File: src/rtl/uart_tx_stage_pkg.sv
// Shared types and constants for the UART transmit stage.
package uart_pkg;

  localparam int   DATA_BITS = 8;
  localparam logic TX_IDLE   = 1'b1;

  typedef enum logic [2:0] {
    IDLE   = 3'd0,
    START  = 3'd1,
    DATA   = 3'd2,
    PARITY = 3'd3,
    STOP   = 3'd4
  } txState_e;

  function automatic logic evenParity(input logic [DATA_BITS-1:0] d);
    return ^d;
  endfunction

endpackage

File: src/rtl/uart_tx_stage_if.sv
// Producer-side byte handshake plus serial line and status of the UART transmit stage.
interface uart_tx_stage_if;
  import uart_pkg::*;

  logic [DATA_BITS-1:0] dataIn;
  logic                 valid;
  logic                 ready;
  logic                 tx;
  logic                 busy;
  logic                 done;

  modport master (output dataIn, valid, input ready, tx, busy, done);
  modport slave  (input dataIn, valid, output ready, tx, busy, done);
endinterface

File: src/rtl/uart_tx_stage_baud_tick.sv
// Bit-period counter: tick pulses on the last cycle of every CLKS_PER_BIT window while enabled.
module baud_tick #(
  parameter int CLKS_PER_BIT = 16
) (
  input  logic clk,
  input  logic rst_n,
  input  logic clear,
  input  logic en,
  output logic tick
);
  localparam int CW = (CLKS_PER_BIT > 1) ? $clog2(CLKS_PER_BIT) : 1;
  localparam logic [CW-1:0] LAST = CW'(CLKS_PER_BIT - 1);

  logic [CW-1:0] cnt;

  assign tick = en && (cnt == LAST);

  always_ff @(posedge clk) begin
    if (!rst_n || clear) cnt <= '0;
    else if (en)         cnt <= tick ? '0 : cnt + 1'b1;
  end
endmodule

File: src/rtl/uart_tx_stage.sv
// UART transmitter: start bit, 8 data bits LSB first, optional even parity, one stop bit.
module uart_tx_stage
  import uart_pkg::*;
#(
  parameter int CLKS_PER_BIT = 16,
  parameter bit PARITY_EN    = 1'b0
) (
  input  logic         clk,
  input  logic         rst_n,
  uart_tx_stage_if.slave bus
);
  if (CLKS_PER_BIT < 2 || CLKS_PER_BIT > 65535) begin : gBadDiv
    $error("CLKS_PER_BIT out of range 2..65535");
  end

  localparam logic [2:0] LAST_BIT = 3'(DATA_BITS - 1);

  txState_e             state, nextState;
  logic [DATA_BITS-1:0] shiftReg;
  logic [2:0]           bitIdx;
  logic                 parityBit;
  logic                 txReg, readyReg, busyReg, doneReg;
  logic                 txNext, readyNext, busyNext, doneNext;
  logic                 accept, tick;

  assign accept = bus.valid && readyReg;

  baud_tick #(.CLKS_PER_BIT(CLKS_PER_BIT)) uBaud (
    .clk  (clk),
    .rst_n(rst_n),
    .clear(accept),
    .en   (state != IDLE),
    .tick (tick)
  );

  always_ff @(posedge clk) begin
    if (!rst_n) state <= IDLE;
    else        state <= nextState;
  end

  always_comb begin
    nextState = state;
    case (state)
      IDLE:    if (accept) nextState = START;
      START:   if (tick) nextState = DATA;
      DATA:    if (tick && bitIdx == LAST_BIT) nextState = PARITY_EN ? PARITY : STOP;
      PARITY:  if (tick) nextState = STOP;
      STOP:    if (tick) nextState = IDLE;
      default: nextState = IDLE;
    endcase
  end

  // tx is registered, so it is derived from the state being entered; within DATA
  // the bit about to be exposed is shiftReg[1] because the shift happens on the same edge.
  always_comb begin
    txNext    = txReg;
    readyNext = readyReg;
    busyNext  = busyReg;
    doneNext  = 1'b0;
    case (nextState)
      IDLE:    txNext = TX_IDLE;
      START:   txNext = 1'b0;
      DATA:    txNext = (state == DATA && tick) ? shiftReg[1] : shiftReg[0];
      PARITY:  txNext = parityBit;
      STOP:    txNext = 1'b1;
      default: txNext = TX_IDLE;
    endcase
    if (accept) begin
      readyNext = 1'b0;
      busyNext  = 1'b1;
    end else if (state == STOP && tick) begin
      readyNext = 1'b1;
      busyNext  = 1'b0;
      doneNext  = 1'b1;
    end
  end

  always_ff @(posedge clk) begin
    if (!rst_n) begin
      txReg     <= TX_IDLE;
      readyReg  <= 1'b1;
      busyReg   <= 1'b0;
      doneReg   <= 1'b0;
      shiftReg  <= '0;
      bitIdx    <= '0;
      parityBit <= 1'b0;
    end else begin
      txReg    <= txNext;
      readyReg <= readyNext;
      busyReg  <= busyNext;
      doneReg  <= doneNext;
      if (accept) begin
        shiftReg  <= bus.dataIn;
        parityBit <= evenParity(bus.dataIn);
        bitIdx    <= '0;
      end else if (state == DATA && tick) begin
        shiftReg <= shiftReg >> 1;
        bitIdx   <= (bitIdx == LAST_BIT) ? 3'd0 : bitIdx + 3'd1;
      end
    end
  end

  assign bus.tx    = txReg;
  assign bus.ready = readyReg;
  assign bus.busy  = busyReg;
  assign bus.done  = doneReg;
endmodule

File: src/flat_wrapper.sv
// flat-port wrapper written by rule: the top's interface ports become plain ports
module uart_tx_stage_flat import uart_pkg::*;
#(
  parameter int CLKS_PER_BIT = 16,
  parameter bit PARITY_EN    = 1'b0
)
  (clk, rst_n, bus_dataIn, bus_valid, bus_ready, bus_tx, bus_busy, bus_done);
  uart_tx_stage_if bus_i ();
  input  logic clk;
  input  logic rst_n;
  input wire logic [$bits(bus_i.dataIn)-1:0] bus_dataIn;
  input wire logic [$bits(bus_i.valid)-1:0] bus_valid;
  output wire logic [$bits(bus_i.ready)-1:0] bus_ready;
  output wire logic [$bits(bus_i.tx)-1:0] bus_tx;
  output wire logic [$bits(bus_i.busy)-1:0] bus_busy;
  output wire logic [$bits(bus_i.done)-1:0] bus_done;
  assign bus_i.dataIn = bus_dataIn;
  assign bus_i.valid = bus_valid;
  assign bus_ready = bus_i.ready;
  assign bus_tx = bus_i.tx;
  assign bus_busy = bus_i.busy;
  assign bus_done = bus_i.done;
  uart_tx_stage #(.CLKS_PER_BIT(CLKS_PER_BIT), .PARITY_EN(PARITY_EN)) u_core (.clk(clk), .rst_n(rst_n), .bus(bus_i));
endmodule
File: config.mk
export PLATFORM = sky130hd
export DESIGN_NAME = uart_tx_stage_flat
export DESIGN_NICKNAME = d
export VERILOG_FILES = /design/src/rtl/uart_tx_stage_pkg.sv /design/src/rtl/uart_tx_stage_if.sv /design/src/rtl/uart_tx_stage_baud_tick.sv /design/src/rtl/uart_tx_stage.sv /design/src/flat_wrapper.sv
export SDC_FILE = /design/constraint.sdc
export NUM_CORES = 1
export LEC_CHECK = 0
export CAP_MARGIN = 25
export CORE_MARGIN = 3
export CORE_UTILIZATION = 47
export DETAILED_ROUTE_END_ITERATION = 12
export PLACE_DENSITY = 0.8
export SLEW_MARGIN = 30
export SYNTH_ARGS = -nofsm -noshare
export SYNTH_HDL_FRONTEND = slang
export SYNTH_SLANG_ARGS = --single-unit
File: constraint.sdc
create_clock -name clk -period 1.7 [get_ports clk]
set_input_delay 0.34 -clock clk [delete_from_list [all_inputs] [get_ports clk]]
set_output_delay 0.34 -clock clk [all_outputs]
set_load 0.05 [all_outputs]
==> results.toml <==
[status]
status = "completed"

[min_path]
hp-class = "reg -> reg"

[synthesis]
yosysSeqAreaShare_pct = 43.0
netlist_top_cells_area = "dfxtp_1, mux2i_1, xnor2_1"
yosys.area.top_type = "dfxtp_1"
ys_types = 31
syn_area_per_cell_um2 = 9.00
ys_ff_latch = 23
yosysWarningCount = 0
synth_top_area_share_pct = 43.0
syn_nets = 133
synth_area_um2 = 1070
synthCells = 119

[clocking]
clk_latency_ns = 0.30
cts.htree.levels = 1
postCtsHoldBufs = 0
cts_root_buffer = "clkbuf_4"
cts.reportedPaths.clkPinSlew_ns = 0.12
cts_setup_buffers = 0
tritoncts = "built"
cts_buffers = 3
cts.path.max_buffers = 2
clock_sinks = 23

[timing]
maxSlewViolCount = 0
hold_viol = 0
finalSetupViolCount = 0
fmax_ghz = 0.606
slew_headroom_pct = 79.5
hold_ws_ns = 0.469
worst_pin_slew_ns = 0.307
clock_skew_ns = 0.00296
fin_crit_sh_pct = 97.0
fin_crit_ns = 1.65
fin_ws_ns = 0.0509

[worst_setup_path]
slowest_delay_ns = 0.46
crit_arrival_ns = 1.84
worst_path_max_delay_cell = "or3_4"
cp_max_fo = 7
critPathBufInv = 1
end_kind = "flop"
cpLargestDelayFamily = "simple AND/OR/NAND/NOR gates"
required_ns = 1.89
crit_type = "reg -> reg"
path_cells = "ha_4 > nand3_2 > or3_4 > buf_12 > mux2i_1 > a211oi_2"
ff2ff_setup_slack_ns = 0.05
startpoint_type = "flop"

[grt]
grt_max_degree = 16
grt_pass1_vias = 892
antenna_found_initial = 0
grt_pass1_wl_um = 3690
grt_overflow = 0
grt_use_total_pct = 17.2

[routing]
routedWlPerCell_um = 13.8
drt-total-wl_um = 2350
drt_first_pass_iters = 4
drc_errors = 0
via_per_inst = 5.60
ant_nets = 0
num_vias = 952
dr.first_iter.drc_count = 25

[placement]
gp_congestion = 0.770
post-place-ws_ns = 0.0153
dp_hpwl_um = 1720
dp.cells = 166
port_buffers = 14

[floorplanning]
die-area_um2 = 2890
die_w_um = 53.7
io_pins = 15
die_h_um = 53.7
rows = 16
core_um2 = 2060
start_util_pct = 51.9

[power_and_ir_drop]
p_leak_nw = 0.565
peakVddDrop_mv = 0.450
powerDensity_nw_per_um2 = 758

[finish]
antenna_cells = 0
drive_above_1_share_pct = 16.8
fill_cells = 171
fin_nets = 158
fin_cells = 170
area_delta_synth_final_pct = 26.6

[flow_run]
maxCapViolCount = 0
==> Yosys cell counts, drive strengths merged <==
cell,number
a22oi,1
nor3,3
nand3b,1
or3b,1
xnor2,7
dfxtp,23
o21ai,4
ha,3
mux2i,9
a21oi,7
nand3,5
nand2b,3
nand2,8
buf,2
and3,1
clkbuf,2
and2,2
a21o,2
or3,3
o2111ai,1
a31oi,2
nor2,16
clkinv,1
a32oi,1
nor2b,1
xor2,1
a211oi,7
a221oi,1
inv,1
==> report_power, final <==
part	internal, mW	total, mW	leakage [nW]	switching [mW]
Clock	0.0913	0.248	0.0150	0.156
Combinational	0.0914	0.195	0.361	0.104
Sequential	0.568	0.586	0.190	0.0180
==> worst min-delay path: cells and delay by family, from the launching register on <==
kind	cells	cell delay [ns]
AOI/OAI and AO/OA	1	0.05
DFF	1	0.34
and+or+nand+nor	1	0.05
==> what timing repair did <==
action / 4_1_cts / 5_1_grt
pin swaps: 0 / 6
setup endpoints to repair: 2 / 6
resized for setup: 2 / 4
==> cell type report <==
cell class / instances / area [um2] / area share (%)
multi-input combinational: 90 / 608 / 44.8
clock buffer: 4 / 26.3 / 1.94
sequential: 23 / 463 / 34.1
inverter: 2 / 7.51 / 0.554
timing repair buffer: 24 / 218 / 16.1
tap: 27 / 33.8 / 2.49
==> final timing paths <==
| kind | cells after the start | end | start |
|---|---|---|---|
| max | 6 | u_core.shiftReg[6]$_SDFFE_PN0P_ | u_core.uBaud.cnt[1]$_SDFFE_PP0N_ |
| min reg2reg | 2 | u_core.bitIdx[1]$_SDFFE_PP0P_ | u_core.bitIdx[1]$_SDFFE_PP0P_ |
| min | 2 | u_core.bitIdx[1]$_SDFFE_PP0P_ | u_core.bitIdx[1]$_SDFFE_PP0P_ |
| max reg2reg | 6 | u_core.shiftReg[6]$_SDFFE_PN0P_ | u_core.uBaud.cnt[1]$_SDFFE_PP0N_ |
==> cell families (layout without fill, tap and decap cells) <==
family,count (synthesis),after routing,synth area share [%]
adder cells (fa/ha/maj),3,3,3.51
XOR/XNOR,8,8,6.54
flip-flops,23,23,43.0
AO/OA/AOI/OAI,26,26,15.8
buffers and inverters,6,30,2.34
AND/OR/NAND/NOR,44,44,20.4
multiplexers,9,9,8.41
==> registers in the layout, indices dropped and copies added, names as in the netlist, 3 cells and up <==
register	flops
u_core.uBaud.cnt	4
u_core.bitIdx	3
u_core.shiftReg	8
u_core.state	3
==> per-layer routing <==
metal	part of all wire, %	vias up	global-route usage, %
met2	51	28	32.5
met4	1.2	0	5.96
met3	4.0	4	2.77
met5	0	-	0
met1	44	449	19.1
li1	-	471	-
==> placed cells by master, fill, tap and decap left out, types with 2 or more instances in the layout <==
cell,n
dfxtp_1,21
nor2_1,16
buf_4,13
clkdlybuf4s50_1,10
mux2i_1,9
nand2_1,8
a21oi_1,7
xnor2_1,7
a211oi_1,5
nand3_1,4
o21ai_0,4
nor3_1,3
nand2b_1,3
clkbuf_4,3
a21o_1,2
or3_1,2
and2_1,2
a211oi_2,2
a31oi_1,2
ha_1,2
dfxtp_2,2
==> stage by stage <==
| stage | TNS [ns] | instance area, um2 | util (%) | power [mW] |
|---|---|---|---|---|
| after floorplan | 0 | 1070 | - | 0.712 |
| after global placement | 0 | 1310 | 63.3 | 0.778 |
| after detailed placement | 0 | 1310 | 63.3 | 0.785 |
| after CTS | 0 | 1340 | 64.7 | 1.03 |
| after global routing | -0.0618 | 1360 | 65.8 | 1.07 |
| final | 0 | 1360 | 65.8 | 1.03 |
Power figures use the tool's default switching activity.
